[config.mk]
export PLATFORM = sky130hd
export DESIGN_NAME = demux1_8_seq
export DESIGN_NICKNAME = d
export VERILOG_FILES = /design/src/rtl/demux1_8_seq.sv
export SDC_FILE = /design/constraint.sdc
export NUM_CORES = 1
export LEC_CHECK = 0
export BUFFER_PORTS_ARGS = -buffer_cell sky130_fd_sc_hd__buf_2
export CAP_MARGIN = 20
export CELL_PAD_IN_SITES_DETAIL_PLACEMENT = 0
export CELL_PAD_IN_SITES_GLOBAL_PLACEMENT = 1
export CORE_UTILIZATION = 39
export CTS_BUF_LIST = sky130_fd_sc_hd__clkbuf_8 sky130_fd_sc_hd__clkbuf_16
export DETAILED_ROUTE_END_ITERATION = 8
export PLACE_DENSITY = 0.75
export SLEW_MARGIN = 20
export SYNTH_ARGS = -nofsm -noshare
export SYNTH_HDL_FRONTEND = slang
export SYNTH_SLANG_ARGS = --single-unit
[constraint.sdc]
create_clock -name clk -period 2.7 [get_ports clk]
set_input_delay 0 -clock clk [delete_from_list [all_inputs] [get_ports clk]]
set_output_delay 0 -clock clk [all_outputs]
set_load 0.03 [all_outputs]
[src/rtl/demux1_8_seq.sv]
// rtl/demux1_8_seq.sv - 1:8 registered demultiplexer with addressed and round-robin routing
// Tracks per-channel unread data, sticky overrun flags and a frame-complete pulse.
module demux1_8_seq #(
  parameter int WIDTH = 4
) (
  input  logic             clk,
  input  logic             rst,
  input  logic [WIDTH-1:0] datain,
  input  logic [2:0]       select,
  input  logic             valid_in,
  input  logic             mode,
  input  logic             sync,
  input  logic             clear,
  input  logic [7:0]       rd_ack,
  output logic [WIDTH-1:0] dataout_0,
  output logic [WIDTH-1:0] dataout_1,
  output logic [WIDTH-1:0] dataout_2,
  output logic [WIDTH-1:0] dataout_3,
  output logic [WIDTH-1:0] dataout_4,
  output logic [WIDTH-1:0] dataout_5,
  output logic [WIDTH-1:0] dataout_6,
  output logic [WIDTH-1:0] dataout_7,
  output logic [7:0]       out_valid,
  output logic [7:0]       overrun,
  output logic [2:0]       cur_ch,
  output logic             frame_done
);

  logic [WIDTH-1:0] data_q [8];
  logic [WIDTH-1:0] data_d [8];
  logic [7:0]       valid_q, valid_d;
  logic [7:0]       ovr_q, ovr_d;
  logic [2:0]       ptr_q, ptr_d;
  logic             fd_q, fd_d;
  logic [2:0]       tgt;

  // sync in round-robin mode steers the write to channel 0 regardless of the pointer
  always_comb begin
    if (mode) begin
      tgt = sync ? 3'd0 : ptr_q;
    end else begin
      tgt = select;
    end
  end

  always_comb begin
    data_d  = data_q;
    valid_d = valid_q & ~rd_ack;
    ovr_d   = ovr_q;
    ptr_d   = ptr_q;
    fd_d    = 1'b0;
    if (clear) begin
      valid_d = '0;
      ovr_d   = '0;
      ptr_d   = '0;
    end else begin
      if (valid_in) begin
        data_d[tgt]  = datain;
        valid_d[tgt] = 1'b1;
        // a same-cycle ack means the old word was consumed, so it is not an overrun
        if (valid_q[tgt] && !rd_ack[tgt]) begin
          ovr_d[tgt] = 1'b1;
        end
      end
      if (mode) begin
        if (valid_in) begin
          ptr_d = tgt + 3'd1;
        end else if (sync) begin
          ptr_d = 3'd0;
        end
        fd_d = valid_in && (tgt == 3'd7);
      end
    end
  end

  always_ff @(posedge clk or posedge rst) begin
    if (rst) begin
      for (int k = 0; k < 8; k++) begin
        data_q[k] <= '0;
      end
      valid_q <= '0;
      ovr_q   <= '0;
      ptr_q   <= '0;
      fd_q    <= 1'b0;
    end else begin
      for (int k = 0; k < 8; k++) begin
        data_q[k] <= data_d[k];
      end
      valid_q <= valid_d;
      ovr_q   <= ovr_d;
      ptr_q   <= ptr_d;
      fd_q    <= fd_d;
    end
  end

  assign dataout_0  = data_q[0];
  assign dataout_1  = data_q[1];
  assign dataout_2  = data_q[2];
  assign dataout_3  = data_q[3];
  assign dataout_4  = data_q[4];
  assign dataout_5  = data_q[5];
  assign dataout_6  = data_q[6];
  assign dataout_7  = data_q[7];
  assign out_valid  = valid_q;
  assign overrun    = ovr_q;
  assign cur_ch     = ptr_q;
  assign frame_done = fd_q;

endmodule

# Word-level counts from Yosys, hierarchy flattened
# Index checks and enable logic that the tools add are counted.
# word_totals
ff_bits,52
latch_bits,0
mem_bits_rw,0
romBits,0
input_bits,21
output_inout_bits,52
wordCells,55
memories,0
# op_classes
addsub,1
mul,0
div,0
n_lt_le_gt_ge,4
eq_ne,1
n_shift,0
n_mux,21
bitwise_logic,6
n_reduce_logical,10
# ops
op,count
8-bit two-way mux,5
32-bit bitwise mux,1
8-bit bitwise OR,2
3-bit two-way mux,5
4-bit demux with 3-bit select,1
8-bit bitwise AND,1
8-bit NOT,1
1-bit binary-select mux with 3-bit select,2
2-bit nonzero test,3
1-bit two-way mux,5
"4-bit greater-or-equal comparator, second input constant",1
1-bit logical AND,4
"3-bit by 4-bit < comparator with 1-bit output, second input constant",1
"4-bit by 1-bit < comparator with 1-bit output, second input constant",1
4-bit two-way mux,1
3-bit NOT with 4-bit output,1
2-bit AND reduction,2
"3-bit by 1-bit adder with 3-bit output, second input constant",1
1-bit demux with 3-bit select,1
"3-bit equality test, second input constant",1
"3-bit by 1-bit greater-or-equal comparator with 1-bit output, second input constant",1
1-bit zero test,1
1-bit NOT,1

# Longest topological paths before layout
# depth
ltp_word,10
ltp_mapped,8
mapped_depth_nobuf,6

# Worst setup path before layout
# Ideal clock, no wire load.
# synth_path
kind,register to register
start,"register ptr_q[0], in the netlist cur_ch[0]"
end,"register ovr_q[0], in the netlist overrun[0]"
setup_ns,0.067
t_arrival_ns,2.069
t_required_ns,2.633
path_slack_ns,0.565
stages_incl_launch_ff,7
path_buffers,0
period_less_slack_ns,2.135
path_cell_list,dfrtp_1 > nor2b_4 > a21o_1 > mux2_4 > a221o_1 > a211oi_4 > a32o_2
# synth_between
elab_chain_len,10
# synth_lines
element,line_no,source
start: declaration,33,"logic [2:0] ptr_q, ptr_d;"
start signal: assignment,91,ptr_q <= ptr_d;
3-bit two-way mux *,-,
3-bit two-way mux *,39,if (mode) begin
3-bit by 4-bit < comparator with 1-bit output (implied by the code) / 3-bit by 1-bit greater-or-equal comparator with 1-bit output (equally long branches),62,ovr_d[tgt] = 1'b1;
1-bit logical AND (implied by the code),62,
1-bit two-way mux (implied by the code),62,
1-bit demux with 3-bit select,62,
8-bit bitwise OR (no line),-,
8-bit two-way mux,61,if (valid_q[tgt] && !rd_ack[tgt]) begin
8-bit two-way mux,57,if (valid_in) begin
8-bit two-way mux,52,if (clear) begin
end signal: assignment,90,ovr_q <= ovr_d;
end: declaration,32,"logic [7:0] ovr_q, ovr_d;"
# Mark *: on every way between the ends. The rest lies on a longest branch, timed or not. The select of a mux whose other input is x is not followed.
# A chain may end at the register's enable or synchronous reset.

# Worst setup path in the final report
# Ends and elaborated chain as after synthesis.

==> impl_metrics.py <==
metrics = {
    "status": {
        "status": "complete, no violations",
    },
    "global_routing": {
        "overflow": 0,
        "grt_pass1_vias": 1804,
        "grt_pass1_wl_mm": 9.07,
        "antenna_found_initial": 0,
        "grt_max_degree": 53,
        "grt_use_total": 0.190,
    },
    "floorplanning": {
        "start_util": 0.414,
        "die-area_um2": 6260,
        "core_um2": 5610,
        "die_w_um": 79.1,
        "num_rows": 27,
        "die_h_um": 79.1,
        "pin_count": 73,
    },
    "timing": {
        "worst_slack_ns": 0.375,
        "worst_pin_slew_ns": 0.867,
        "rsz0062_at_grt": "false",
        "fin_crit_sh": 0.861,
        "hold_slack_ns": 0.0240,
        "max_freq_mhz": 430,
        "finalHoldViolations": 0,
        "min_period_ns": 2.33,
        "finClkSkew_ns": 0.00146,
        "setup_tns_ns": 0,
        "slew_headroom": 0.421,
        "drv_slew": 0,
        "setup_viol": 0,
    },
    "clock_tree": {
        "h-tree-depth": 2,
        "cts.sinks": 52,
        "clk_pin_slew_ns": 0.09,
        "cts_buffers": 5,
        "clkLatencyLatePin_ns": 0.30,
        "cts_resized": 0,
        "clockRootBuffer": "clkbuf_8",
        "cts_max_path_buffers": 2,
        "cts_tree": "done",
    },
    "routing": {
        "vias_per_cell": 5.23,
        "routed_wl_mm": 5.47,
        "drc": 0,
        "first_iter_violations": 57,
        "final_antenna_net_count": 0,
        "drt-wirelength-per-cell_um": 16.1,
        "drt_pass1_iterations": 4,
        "num_vias": 1774,
    },
    "final_layout": {
        "nets": 287,
        "diodes": 0,
        "finalInstanceArea_um2": 2900,
        "multiInputGateArea_um2": 935,
        "regArea_um2": 1300,
        "mostFrequentLayoutCell": "buf_2",
        "final_util": 0.517,
        "layout_common_cells": "72 x buf_2, 52 x dfrtp_1, 32 x mux2_2, 14 x nand2_1, 9 x inv_1",
        "area.growth.synth_to_final_pct": 25.0,
        "drive_gt1_frac": 0.468,
        "nFillCells": 541,
    },
    "synth": {
        "synth.ff_latch_count": 52,
        "synth_cells": 187,
        "avgSynthCellArea_um2": 12.4,
        "synth-edff-count": 0,
        "yosysWarningCount": 0,
        "yosysSeqAreaShare": 0.561,
        "syn-cell-area_um2": 2320,
        "synthFlopType": "dfrtp_1",
        "synthDistinctLibCells": 40,
        "synthesis.nets": 208,
        "async_flop_share": 1.00,
    },
    "worst_setup_path": {
        "worstSetupStartpointType": "flip-flop",
        "crit_path_end_kind": "flip-flop",
        "worstPathRequired_ns": 2.95,
        "crit_type": "flip-flop to flip-flop",
        "cp_max_fo": 12,
        "arrival_ns": 2.57,
    },
    "place": {
        "place_congestion": 0.802,
        "placedInstanceArea_um2": 2730,
        "preCtsSetupSlack_ns": 0.383,
        "io_buffers": 72,
        "hpwl_mm": 3.99,
    },
    "power": {
        "p_per_area_nw_per_um2": 677,
        "ir_drop_v": 0.000526,
        "leakagePower_nw": 1.50,
    },
    "job": {
        "cap_viol_max_count": 0,
    },
    "min_path": {
        "min-delay-path-class": "primary input to flip-flop",
    },
}
critical path, cell delays in order, from the launching register on:
cell and delay (ns):
dfrtp_1 0.41, nor2b_4 0.18, a21o_1 0.39, mux2_4 0.33, a221o_1 0.44, a211oi_4 0.31
a32o_2 0.21
cell families (layout without fill, tap and decap cells):
family	count (synthesis)	in the layout	synth area share
buffers and inverters	19	99	0.0361
flip-flops	52	52	0.561
multiplexers	35	35	0.171
AND/OR/NAND/NOR	38	38	0.0820
AO/OA/AOI/OAI	43	43	0.150
report_power, final:
| group | switching, W | internal (W) | leakage (nW) |
|---|---|---|---|
| clock network | 0.000262 | 0.000186 | 0.0485 |
| registers | 0.0000546 | 0.000889 | 0.678 |
| logic | 0.000376 | 0.000196 | 0.771 |
what timing repair did:
| action | 4_1_cts | 5_1_grt |
|---|---|---|
| hold endpoints to repair | 13 | 0 |
| buffers inserted | 0 | 0 |
| hold buffers | 8 | 0 |
synthesized netlist by cell type, types with 2 or more instances:
library cell	number	share of area
a21oi_1	8	0.017
nor2_1	5	0.0081
a22o_1	2	0.0076
o32ai_1	3	0.011
nand2_1	14	0.023
inv_1	10	0.016
mux2_2	32	0.16
nand3_1	3	0.0065
dfrtp_1	52	0.56
nor3_1	3	0.0065
o22ai_1	2	0.0054
nor2b_1	4	0.011
o21ai_0	6	0.013
nand2b_1	4	0.011
a31o_2	3	0.011
a21o_1	3	0.0097
clkbuf_1	5	0.0081
a41o_1	2	0.0086
and2_1	2	0.0054
a32o_2	3	0.015
a22oi_1	2	0.0065
worst paths after layout:
kind / slack, ns / depth (start not counted) / startpoint / end
max: 0.37 / 6 / cur_ch[0]$_DFFE_PP0P_ / overrun[0]$_DFFE_PP0P_
min: 0.02 / 2 / datain[0] / dataout_6[0]$_DFFE_PP0P_
max reg2reg: 0.37 / 6 / cur_ch[0]$_DFFE_PP0P_ / overrun[0]$_DFFE_PP0P_
min reg2reg: 0.50 / 1 / overrun[4]$_DFFE_PP0P_ / overrun[4]$_DFFE_PP0P_
max in group asynchronous: 1.78 / 3 / rst / overrun[2]$_DFFE_PP0P_
min in group asynchronous: 0.40 / 3 / rst / dataout_2[0]$_DFFE_PP0P_
sequential cells by signal, summed over array words and instances, names as in the netlist:
name        cells
dataout_4       4
dataout_0       4
dataout_5       4
out_valid       8
frame_done      1
dataout_7       4
dataout_2       4
overrun         8
dataout_1       4
dataout_3       4
dataout_6       4
cur_ch          3
through the flow:
step,std cells,total power [W]
detailed placement,323,0.00153
global route,339,0.00206
finish,339,0.00196
global placement,323,0.00152
CTS,339,0.00199
floorplan,187,0.00135
cell type report:
cell class	count	area share
Inverter	11	0.0147
Tap cell	72	0.0311
Multi-Input combinational cell	116	0.322
Clock buffer	5	0.0237
Clock inverter	3	0.00777
Timing Repair Buffer	80	0.152
Sequential cell	52	0.449
per-layer routing:
metal,GRT usage,routed length (µm),vias up
met5,0,0,-
met4,0.0436,46,0
met3,0.0471,290,6
met2,0.312,2610,50
met1,0.254,2530,885
li1,-,-,833
(Power assumes the default switching activity.)
